===== src/rtl/dual_port_ram_p_if.sv =====
// Bus bundle for dual_port_ram_p: write port, read port, clear request and status.
// The master drives requests; the slave (the RAM) returns read data and status.
interface dual_port_ram_p_if #(
  parameter int DATA_W = 8,
  parameter int ADDR_W = 4
) ();
  logic              clr;
  logic              we;
  logic [ADDR_W-1:0] wr_addr;
  logic [DATA_W-1:0] wr_data;
  logic              re;
  logic [ADDR_W-1:0] rd_addr;
  logic [DATA_W-1:0] rd_data;
  logic              rd_valid;
  logic              busy;
  logic              addr_err;

  modport master (
    output clr, we, wr_addr, wr_data, re, rd_addr,
    input  rd_data, rd_valid, busy, addr_err
  );

  modport slave (
    input  clr, we, wr_addr, wr_data, re, rd_addr,
    output rd_data, rd_valid, busy, addr_err
  );
endinterface


===== src/rtl/dual_port_ram_p.sv =====
// Simple dual-port RAM (one write port, one read port) with a registered read
// output and a clear engine that zeroes the array after reset or on request.
// Optional macro RAM_OUTREG_EN adds a second output register stage (2-cycle
// read latency for rd_data, rd_valid and addr_err).
//
// state   | meaning
// --------+---------------------------------------------------------------
// S_CLEAR | zeroing mem[cnt] each cycle; user accesses ignored, busy=1
// S_IDLE  | normal operation; user reads/writes accepted, clr starts clear
module dual_port_ram_p #(
  parameter int DATA_W = 8,
  parameter int ADDR_W = 4,
  parameter int DEPTH  = 16
) (
  input  logic               clk,
  input  logic               rst,
  dual_port_ram_p_if.slave   bus
);

  typedef enum logic {
    S_CLEAR = 1'b0,
    S_IDLE  = 1'b1
  } state_t;

  // One extra bit so the range check also works when DEPTH == 2**ADDR_W.
  localparam logic [ADDR_W:0]   DEPTH_X  = (ADDR_W + 1)'(DEPTH);
  localparam logic [ADDR_W-1:0] CNT_LAST = ADDR_W'(DEPTH - 1);

  state_t            state_q, state_d;
  logic [ADDR_W-1:0] cnt_q, cnt_d;

  logic [DATA_W-1:0] mem [DEPTH];

  logic              idle;
  logic              wr_ok;
  logic              rd_ok;
  logic              wr_fire;

  logic [DATA_W-1:0] rd_data_q, rd_data_d;
  logic              rd_valid_q, rd_valid_d;
  logic              addr_err_q, addr_err_d;

  assign idle    = (state_q == S_IDLE);
  assign wr_ok   = ({1'b0, bus.wr_addr} < DEPTH_X);
  assign rd_ok   = ({1'b0, bus.rd_addr} < DEPTH_X);
  assign wr_fire = idle & bus.we & wr_ok;

  // State and clear-counter registers.
  always_ff @(posedge clk or negedge rst) begin
    if (!rst) begin
      state_q <= S_CLEAR;
      cnt_q   <= '0;
    end else begin
      state_q <= state_d;
      cnt_q   <= cnt_d;
    end
  end

  // Next-state logic: walk the counter up to DEPTH-1 while clearing.
  always_comb begin
    state_d = state_q;
    cnt_d   = cnt_q;
    case (state_q)
      S_CLEAR: begin
        if (cnt_q == CNT_LAST) begin
          state_d = S_IDLE;
          cnt_d   = '0;
        end else begin
          cnt_d = cnt_q + ADDR_W'(1);
        end
      end
      S_IDLE: begin
        if (bus.clr) begin
          state_d = S_CLEAR;
          cnt_d   = '0;
        end
      end
      default: begin
        state_d = S_CLEAR;
        cnt_d   = '0;
      end
    endcase
  end

  // Storage array: the clear engine owns the write port while not idle.
  always_ff @(posedge clk) begin
    if (!idle) begin
      mem[cnt_q] <= '0;
    end else if (wr_fire) begin
      mem[bus.wr_addr] <= bus.wr_data;
    end
  end

  // Read result selection: write-first bypass, zero for out-of-range reads.
  always_comb begin
    rd_data_d  = rd_data_q;
    rd_valid_d = 1'b0;
    addr_err_d = 1'b0;
    if (idle) begin
      rd_valid_d = bus.re;
      addr_err_d = (bus.we & ~wr_ok) | (bus.re & ~rd_ok);
      if (bus.re) begin
        if (!rd_ok) begin
          rd_data_d = '0;
        end else if (wr_fire && (bus.wr_addr == bus.rd_addr)) begin
          rd_data_d = bus.wr_data;
        end else begin
          rd_data_d = mem[bus.rd_addr];
        end
      end
    end
  end

  // First output stage.
  always_ff @(posedge clk or negedge rst) begin
    if (!rst) begin
      rd_data_q  <= '0;
      rd_valid_q <= 1'b0;
      addr_err_q <= 1'b0;
    end else begin
      rd_data_q  <= rd_data_d;
      rd_valid_q <= rd_valid_d;
      addr_err_q <= addr_err_d;
    end
  end

`ifdef RAM_OUTREG_EN
  logic [DATA_W-1:0] rd_data_q2;
  logic              rd_valid_q2;
  logic              addr_err_q2;

  // Second output stage follows the first unconditionally, so it drains
  // into the first clear cycle and holds rd_data afterwards.
  always_ff @(posedge clk or negedge rst) begin
    if (!rst) begin
      rd_data_q2  <= '0;
      rd_valid_q2 <= 1'b0;
      addr_err_q2 <= 1'b0;
    end else begin
      rd_data_q2  <= rd_data_q;
      rd_valid_q2 <= rd_valid_q;
      addr_err_q2 <= addr_err_q;
    end
  end

  assign bus.rd_data  = rd_data_q2;
  assign bus.rd_valid = rd_valid_q2;
  assign bus.addr_err = addr_err_q2;
`else
  assign bus.rd_data  = rd_data_q;
  assign bus.rd_valid = rd_valid_q;
  assign bus.addr_err = addr_err_q;
`endif

  assign bus.busy = ~idle;

endmodule


===== src/flat_wrapper.sv =====
// flat-port wrapper written by rule: the top's interface ports become plain ports
module dual_port_ram_p_flat 
#(
  parameter int DATA_W = 8,
  parameter int ADDR_W = 4,
  parameter int DEPTH  = 16
)
  (clk, rst, bus_clr, bus_we, bus_wr_addr, bus_wr_data, bus_re, bus_rd_addr, bus_rd_data, bus_rd_valid, bus_busy, bus_addr_err);
  dual_port_ram_p_if #(.DATA_W(DATA_W), .ADDR_W(ADDR_W)) bus_i ();
  input  logic clk;
  input  logic rst;
  input wire logic [$bits(bus_i.clr)-1:0] bus_clr;
  input wire logic [$bits(bus_i.we)-1:0] bus_we;
  input wire logic [$bits(bus_i.wr_addr)-1:0] bus_wr_addr;
  input wire logic [$bits(bus_i.wr_data)-1:0] bus_wr_data;
  input wire logic [$bits(bus_i.re)-1:0] bus_re;
  input wire logic [$bits(bus_i.rd_addr)-1:0] bus_rd_addr;
  output wire logic [$bits(bus_i.rd_data)-1:0] bus_rd_data;
  output wire logic [$bits(bus_i.rd_valid)-1:0] bus_rd_valid;
  output wire logic [$bits(bus_i.busy)-1:0] bus_busy;
  output wire logic [$bits(bus_i.addr_err)-1:0] bus_addr_err;
  assign bus_i.clr = bus_clr;
  assign bus_i.we = bus_we;
  assign bus_i.wr_addr = bus_wr_addr;
  assign bus_i.wr_data = bus_wr_data;
  assign bus_i.re = bus_re;
  assign bus_i.rd_addr = bus_rd_addr;
  assign bus_rd_data = bus_i.rd_data;
  assign bus_rd_valid = bus_i.rd_valid;
  assign bus_busy = bus_i.busy;
  assign bus_addr_err = bus_i.addr_err;
  dual_port_ram_p #(.DATA_W(DATA_W), .ADDR_W(ADDR_W), .DEPTH(DEPTH)) u_core (.clk(clk), .rst(rst), .bus(bus_i));
endmodule

===== config.mk =====
export PLATFORM = sky130hd
export DESIGN_NAME = dual_port_ram_p_flat
export DESIGN_NICKNAME = d
export VERILOG_FILES = /design/src/rtl/dual_port_ram_p_if.sv /design/src/rtl/dual_port_ram_p.sv /design/src/flat_wrapper.sv
export SDC_FILE = /design/constraint.sdc
export NUM_CORES = 1
export LEC_CHECK = 0
export CORE_MARGIN = 1
export CORE_UTILIZATION = 40
export CTS_CLUSTER_DIAMETER = 200
export DETAILED_ROUTE_END_ITERATION = 10
export PLACE_DENSITY_LB_ADDON = 0.05
export REMOVE_ABC_BUFFERS = 1
export SLEW_MARGIN = 10
export SYNTH_ARGS = -nofsm -noshare
export SYNTH_HDL_FRONTEND = slang
export SYNTH_SLANG_ARGS = --single-unit

===== constraint.sdc =====
create_clock -name clk -period 4.9 [get_ports clk]
set_input_delay 0.98 -clock clk [delete_from_list [all_inputs] [get_ports clk]]
set_output_delay 0.98 -clock clk [all_outputs]
set_load 0.02 [all_outputs]

# Word-level counts from Yosys, hierarchy flattened
# Memories as Yosys holds them, arrays and structs flattened. A register that Yosys moved wholly into a read port is not among the register bits.
# Cells that the tools add are included.
# classes
n_lt_le_gt_ge	0
shift	0
add_sub_neg	1
n_bitwise	2
n_reduce_logical	3
n_eq_ne	2
multipliers	0
mux	14
div_mod_pow	0
# ops
op	n
$mux 4	3
$mux 1	8
$mux 8	1
$pmux 4 s2	1
$reduce_or 8->1	1
$add 4x1->4 const B	1
$eq 4x4->1 const B	1
$ne 2x2->1 const B	1
$pmux 1 s2	1
$reduce_and 2->1	1
$and 1x1->1	1
$logic_not 1->1	1
$not 1->1	1
# totals
memories	1
output_inout_bits	11
rom_bits	0
reg_bits	6
inputBits	21
elab_cells	26
ram_bits	128
latchBits	0
# memory_table
memory	words	width	rd	rd_ports_with_merged_regs	write_ports	line	text
u_core.mem	16	8	1	1	1	dual_port_ram_p.sv:32	logic [DATA_W-1:0] mem [DEPTH];

# Logic depth before layout (Yosys ltp)
# Gate-level depths: netlist of the first run.
# depth
ltp_word	6
mapped_depth	8
ltp_nobuf	5

# Worst setup path before layout of the first run
# No wires, ideal clock.
# synth_timing
path_type	input to register
from	input port bus_rd_addr[1]
to	register u_core.rd_data_q[3] (netlist: u_core.bus.rd_data[3]), read port of u_core.mem
setup_ns	0.126
setup_slack_ns	2.350
stages	6
required_ns	4.774
arrival_time_ns	2.424
path_buffers	2
path_cell_list	clkbuf_1 -> clkbuf_1 -> mux4_2 -> a211oi_1 -> a21oi_1 -> a221o_1
# synth_rtl
element	line	text
start: declaration	flat_wrapper.sv:17	input wire logic [$bits(bus_i.rd_addr)-1:0] bus_rd_addr;
end: declaration	dual_port_ram_p.sv:39	logic [DATA_W-1:0] rd_data_q, rd_data_d;

# Worst setup path after layout of the first run
# layout_timing
from	input port bus_we
to	memory u_core.mem[8][1], enable pin
# layout_between
elab_chain_len	6
word_cells_on_any_way	7
cone_classes	mux (5); bitwise (1); reduce/logical (1)
# layout_rtl
element	line	text
start: declaration	flat_wrapper.sv:13	input wire logic [$bits(bus_i.we)-1:0] bus_we;
$and 1x1->1 (*)	dual_port_ram_p.sv:46	assign wr_fire = idle & bus.we & wr_ok;
$mux 1 (*)	dual_port_ram_p.sv:89	end else if (wr_fire) begin
$mux 1 (*)	dual_port_ram_p.sv:87	if (!idle) begin
$mux 1 (implied by the code) (*)	dual_port_ram_p.sv:90	mem[bus.wr_addr] <= bus.wr_data;
$reduce_or 8->1 (no line)	n/a	
$mux 4 (no line) or $mux 1 (tied branches)	n/a	
end: declaration	dual_port_ram_p.sv:32	
# Mark *: on every way between the ends. The rest lies on a longest branch, timed or not.

==> metrics.md, run 1 <==
| Metric | Value |
|---|---|
| Run status | `finished clean` |
| Max_cap viols | `0` |
| I/O pin total | `32` |
| Leading area contributor after synthesis | `edfxtp_1` |
| Setup CP Type | `input port to flop` |
| CTS tree | `done` |
| CTS Buf Count | `17` |
| Vias/cell | `5.71` |
| Die Wd | `125 µm` |
| Setup TNS | `0 ns` |
| Routed wire length | `14000 µm` |
| Startpoint Class | `input port` |
| Worst slew pin tran | `0.973 ns` |
| CP delay by family, top | `simple AND/OR/NAND/NOR gates` |
| Final period util | `0.626` |
| Port Buffers | `30` |
| Slew headroom | `0.349` |
| Main synth FF type | `edfxtp_1` |
| Clk pwr share | `0.349` |
| PwrDens | `534 mW/mm²` |
| Routed len/inst | `24.9 µm` |
| Post-synth top cells | `edfxtp_1 (128), nor2_1 (22), mux4_2 (19)` |
| Crit path buf inv count | `1` |
| Synth unique cells | `43` |
| Vert. Die Dim | `125 µm` |
| Worst path cell trace | `clkdlybuf4s50_1 > nand2_1 > nor3_1 > a31oi_1 > nor2_1` |
| Initial antenna violation count | `0` |
| Iteration-0 DRC Markers | `221` |
| DRC viols | `0` |
| Max clock buf depth | `2` |
| CP Data Arrival Time | `3.11 ns` |
| Vias in the first global route | `3274` |
| Sequential share of the synthesized area | `0.698` |
| Via count | `3218` |
| Unrepaired setup endpoints after global routing | `false` |
| Leak | `2.42 nW` |
| DRT antenna net count | `0` |
| Initial Util | `0.412` |
| Final setup fails | `0` |
| Post-Synthesis Cells | `334` |
| Area contributors post-synth | `edfxtp_1 (64%), mux4_2 (7.1%), dfrtp_1 (5.8%)` |
| Sw frac | `0.289` |
| Fraction of layout cells with a size suffix above 1 | `0.168` |
| Crit path max-delay cell type | `nor2_1` |
| Crit-path max FO | `14` |
| Post-Route Skew | `0.00841 ns` |
| Final hold violation count | `0` |
| Internal power | `0.00266 W` |
| Router iterations before antenna repair | `5` |
| Hold-fix buffers, CTS | `0` |
| Setup crit end kind | `flop` |
| Fin. max-slew vios | `0` |
| Number of setup buffers added after CTS | `0` |
| Share of the synthesized area in the top cell type | `0.640` |
| Netlist Area Pre-Place | `0.00600 mm²` |
| Worst-Skew Late Latency | `0.43 ns` |
| Worst path required time | `4.94 ns` |
| Clk slew on worst S/H paths | `0.06 ns` |
| GR Overflow Total | `0` |
| Dpl ws | `1.37 ns` |
| Part of the power in registers | `0.458` |
| Final Worst Setup Slack | `1.83 ns` |
| Nets | `389` |
| Number of clock sinks | `142` |
| Core box area | `0.0146 mm²` |
| Layout area overhead | `16.8%` |
| H-tree levels | `4` |
| GRT Total Usage | `0.197` |
| Max VDD drop | `0.278 mV` |
| Post-synth EDFFs | `128` |
| Switching pwr | `0.00108 W` |
| Synthesized flop and latch total | `142` |
| Post-DP HPWL | `9010 µm` |
| N_diodes | `0` |
| Syn_area_per_cell | `18.0 µm²` |
| Pin count of the biggest net entering global routing | `26` |
| Async SR Flop Fraction | `0.0986` |
| Die area | `0.0155 mm²` |
| Row cnt | `44` |
| Hold Crit Class | `flop to flop` |
| Routability cong. | `0.828` |
| CP max stage delay | `0.80 ns` |
| F_max | `326 MHz` |
| Final Critical Period | `3.07 ns` |
| First-pass GRT wire length | `21500 µm` |
| Root Buffer | `clkbuf_16` |
| Comb pwr share | `0.193` |
| Synth warnings | `0` |
| Most common cell in the netlist | `edfxtp_1` |
| Post_cts resized | `0` |
-- area by class of cell --
cell class                      count  area (µm²)
Clock inverter                     15         178
Multi-Input combinational cell    162        1610
Tap cell                          184         230
Fill cell                        1223        7580
Timing Repair Buffer               36         340
Clock buffer                       17         425
Inverter                            8        30.0
Sequential cell                   142        4190
-- through the flow --
step           utilization  instance area [µm²]  std cells  hold WS (ns)  total power, W
2_1_floorplan            -                 5840        312         0.581         0.00214
4_1_cts              0.481                 7010        564         0.591         0.00378
6_report             0.481                 7010        564         0.588         0.00375
5_1_grt              0.481                 7010        564         0.617         0.00391
3_5_place_dp         0.439                 6410        532         0.574         0.00247
3_3_place_gp         0.439                 6410        532         0.580         0.00246
-- metal layers --
metal,wire [µm],GRT usage,part of all wire,up-vias
li1,-,-,-,1426
met2,6650,0.300,0.47,86
met1,6600,0.273,0.47,1688
met3,555,0.0451,0.040,18
met5,0,0,0,-
met4,221,0.0787,0.016,0
-- registers in the layout, summed over array words and instances, names as in the netlist --
name                 flops
u_core.cnt_q             4
u_core.bus.rd_data       8
u_core.mem             128
u_core.bus.rd_valid      1
u_core.idle              1
-- worst min-delay path, cell delays in order (launching register included) --
cell     delay [ns]
dfrtp_1        0.34
and2_1         0.12
a221o_1        0.09
-- cells by family after synthesis --
group | synth area share
flip-flops | 0.698
XOR/XNOR | 0.00292
adder cells (fa/ha/maj) | 0.00208
multiplexers | 0.143
AO/OA/AOI/OAI | 0.0617
other | 0.000625
buffers and inverters | 0.0327
AND/OR/NAND/NOR | 0.0583
-- power groups by stage --
| stage | Combinational (W) | Clock [W] | Sequential, W |
|---|---|---|---|
| floorplan | 0.000414 | 0 | 0.00173 |
| detailed placement | 0.000729 | 0 | 0.00174 |
| global placement | 0.000724 | 0 | 0.00174 |
| global route | 0.000786 | 0.00138 | 0.00174 |
| finish | 0.000722 | 0.00131 | 0.00172 |
| CTS | 0.000731 | 0.00133 | 0.00172 |
-- cell usage in the layout, fill, tap and decap left out, drive strengths merged, types with 7 or more instances in the layout --
cell	n
dfrtp	14
and3	8
clkinv	7
inv	14
a21oi	13
a31oi	8
mux2i	9
edfxtp	128
a221o	8
nor2b	11
and2	10
mux4	32
clkbuf	17
a211oi	8
nor2	22
clkdlybuf4s50	29
buf	7
-- worst paths after layout --
path	slack [ns]	startpoint	end	cells past startpoint
max in group asynchronous	3.37	rst	u_core.bus.rd_data[6]	1
setup reg to reg	2.24	u_core.idle	u_core.mem[8][1]	4
min in group asynchronous	1.02	rst	u_core.bus.rd_data[7]	1
hold / removal	0.59	u_core.bus.rd_data[6]	u_core.bus.rd_data[6]	2
setup / recovery	1.83	bus_we	u_core.mem[8][1]	5
hold reg to reg	0.59	u_core.bus.rd_data[6]	u_core.bus.rd_data[6]	2
Note: power is estimated with default switching activity, not from simulation.
==> run 2: changes to the inputs <==
Clock period 4.9 ns to 3 ns, I/O delays scaled along.
==> run 2 against run 1 <==
Compared with the run above: non-clock buffer count up 9; cell count up 1.6%; die area unchanged; clock-buffer cell count unchanged; global-route usage down 0.84 points; critical endpoint is now bus_busy; via count down 2.6%; wire length down 3.9%; cell area up 1.5%; critical path type is now flop to primary output; largest power group unchanged; setup slack worse by 1.3 ns; clock power up 68%; power up 65%.
==> metrics.md, run 2 (synthesis results as in run 1) <==
| Metric | Value |
|---|---|
| Reg-to-Reg End | `u_core.mem[0][7]` |
| Routed wire length | `13500 µm (-3.9%)` |
| Run status | `finished clean` |
| DRC viols | `0 (unchanged)` |
| Vias/cell | `5.47 (-4.1%)` |
| Number of setup buffers added after CTS | `0 (unchanged)` |
| Vias in the first global route | `3200 (-2.3%)` |
| Row cnt | `44 (unchanged)` |
| GRT Total Usage | `0.188 (-0.00838)` |
| Unrepaired setup endpoints after global routing | `false` |
| Hold Crit Class | `flop to flop` |
| GR Overflow Total | `0 (unchanged)` |
| Worst path cell trace | `inv_2 > clkdlybuf4s50_1` |
| Routed len/inst | `23.5 µm (-5.5%)` |
| CP max stage delay | `0.63 ns (-0.17 ns)` |
| Max_cap viols | `0 (unchanged)` |
| Fraction of layout cells with a size suffix above 1 | `0.180 (+0.0115)` |
| Routability cong. | `0.789 (-4.8%)` |
| Worst reg2reg setup slack | `0.63 ns (-1.61 ns)` |
| Hold-fix buffers, CTS | `0 (unchanged)` |
| Total power | `0.00617 W (+65%)` |
| Layout area overhead | `18.5%` |
| Most common cell after layout, fill and taps aside | `edfxtp_1` |
| Nets | `398 (+2.3%)` |
| Die Wd | `125 µm (unchanged)` |
| Root Buffer | `clkbuf_16` |
| Crit path buf inv count | `2 (+1)` |
| PwrDens | `867 mW/mm² (+62%)` |
| Worst slew pin tran | `0.822 ns (-0.152 ns)` |
| Final hold violation count | `0 (unchanged)` |
| Largest Register | `u_core.mem` |
| Worst path required time | `2.40 ns (-2.54 ns)` |
| Crit-path max FO | `19 (+5)` |
| Clk slew on worst S/H paths | `0.06 ns (about the same)` |
| Via count | `3135 (-2.6%)` |
| Hold Path Depth | `2 (unchanged)` |
| CTS Buf Count | `17 (unchanged)` |
| Met2 WL post-DR | `6370 µm (-4.2%)` |
| Number of clock sinks | `142 (unchanged)` |
| Setup CP Type | `flop to primary output` |
| H-tree levels | `4 (unchanged)` |
| Router iterations before antenna repair | `4 (-1)` |
| Iteration-0 DRC Markers | `255 (+15%)` |
| Initial antenna violation count | `0 (unchanged)` |
| Metal3 WL | `689 µm (+24%)` |
| Max clock buf depth | `2 (unchanged)` |
| Fin. max-slew vios | `0 (unchanged)` |
| Worst reg2reg startpoint | `u_core.idle` |
| Hold Path End | `u_core.bus.rd_data[1]` |
| Post_cts resized | `0 (unchanged)` |
| CP delay by family, top | `buffers and inverters` |
| Max VDD drop | `0.441 mV (+58%)` |
| Final setup fails | `0 (unchanged)` |
| Final Critical Period | `2.44 ns` |
| Core box area | `0.0146 mm² (unchanged)` |
| Setup TNS | `0 ns (unchanged)` |
| Max Used Layer | `met4` |
| Number of flip-flops in the largest register | `128 (unchanged)` |
| Crit path max-delay cell type | `clkdlybuf4s50_1` |
| Initial Util | `0.412 (unchanged)` |
| Worst-Skew Late Latency | `0.42 ns (about the same)` |
| Most frequent cells in the layout | `edfxtp_1 (128), clkdlybuf4s50_1 (29), nor2_1 (22), mux4_2 (19), clkbuf_16 (17)` |
| I/O pin total | `32 (unchanged)` |
| Vert. Die Dim | `125 µm (unchanged)` |
| CP Data Arrival Time | `1.84 ns (-1.27 ns)` |
| Hold_sp | `u_core.bus.rd_data[1]` |
| DRT antenna net count | `0 (unchanged)` |
| Leak | `2.47 nW (+2.1%)` |
| Port Buffers | `30 (unchanged)` |
| Crit path depth | `2 (-3)` |
| Post-DP HPWL | `8730 µm (-3.1%)` |
| Final period util | `0.812` |
| WL met1 | `6250 µm (-5.3%)` |
| Die area | `0.0155 mm² (unchanged)` |
| F_max | `411 MHz` |
| CTS tree | `done` |
| N_diodes | `0 (unchanged)` |
| Slew headroom | `0.450 (+0.101)` |
| Setup crit end kind | `primary output` |
| Post-Route Skew | `0.00785 ns (-0.000557 ns)` |
| Pin count of the biggest net entering global routing | `36 (+38%)` |
| Reg2reg path depth | `4 (unchanged)` |
| Startpoint Class | `flop` |
| First-pass GRT wire length | `20800 µm (-3.3%)` |
## run 2: cell type report
type / count / area (µm²)
Sequential cell: 142 / 4190
Clock buffer: 17 / 425
Fill cell: 1203 / 7470
Tap cell: 184 / 230
Inverter: 8 / 30.0
Multi-Input combinational cell: 162 / 1610
Clock inverter: 15 / 190
Timing Repair Buffer: 45 / 433
## run 2: how the worst max path moves through the flow
stage | startpoint | to | slack [ns]
2_1_floorplan | u_core.idle | u_core.mem[8][0] | 1.08
3_3_place_gp | bus_rd_addr[1] | u_core.bus.rd_data[0] | 0.17
3_5_place_dp | bus_we | u_core.mem[11][0] | 0.18
4_1_cts | u_core.idle | bus_busy | 0.56
5_1_grt | u_core.idle | u_core.mem[14][6] | 0.34
6_report | u_core.idle | bus_busy | 0.56
## run 2: worst min-delay path, stage by stage (launching register included)
cell and delay (ns):
dfrtp_1 0.33, and2_1 0.13, a221o_1 0.10
## run 2: per-stage QoR
stage                     cell area, µm²  hold WS, ns  utilization  setup WS, ns  std cells
final                               7120        0.592        0.488         0.564        573
after global routing                7120        0.612        0.488         0.339        573
after CTS                           7120        0.593        0.488         0.562        573
after detailed placement            6500        0.565        0.446         0.179        541
after global placement              6500        0.586        0.446         0.166        541
after floorplan                     5840        0.304            -          1.08        312
## run 2: power breakdown
group,switching (W),total (W),internal [W]
registers,0.000161,0.00278,0.00261
logic,0.000700,0.00120,0.000501
clock network,0.000810,0.00220,0.00139
total,0.00167,0.00617,0.00450
## run 2: routing by layer
metal	vias up	GRT usage
met5	-	0
met3	14	0.0451
met1	1611	0.271
li1	1437	-
met2	73	0.285
met4	0	0.0553
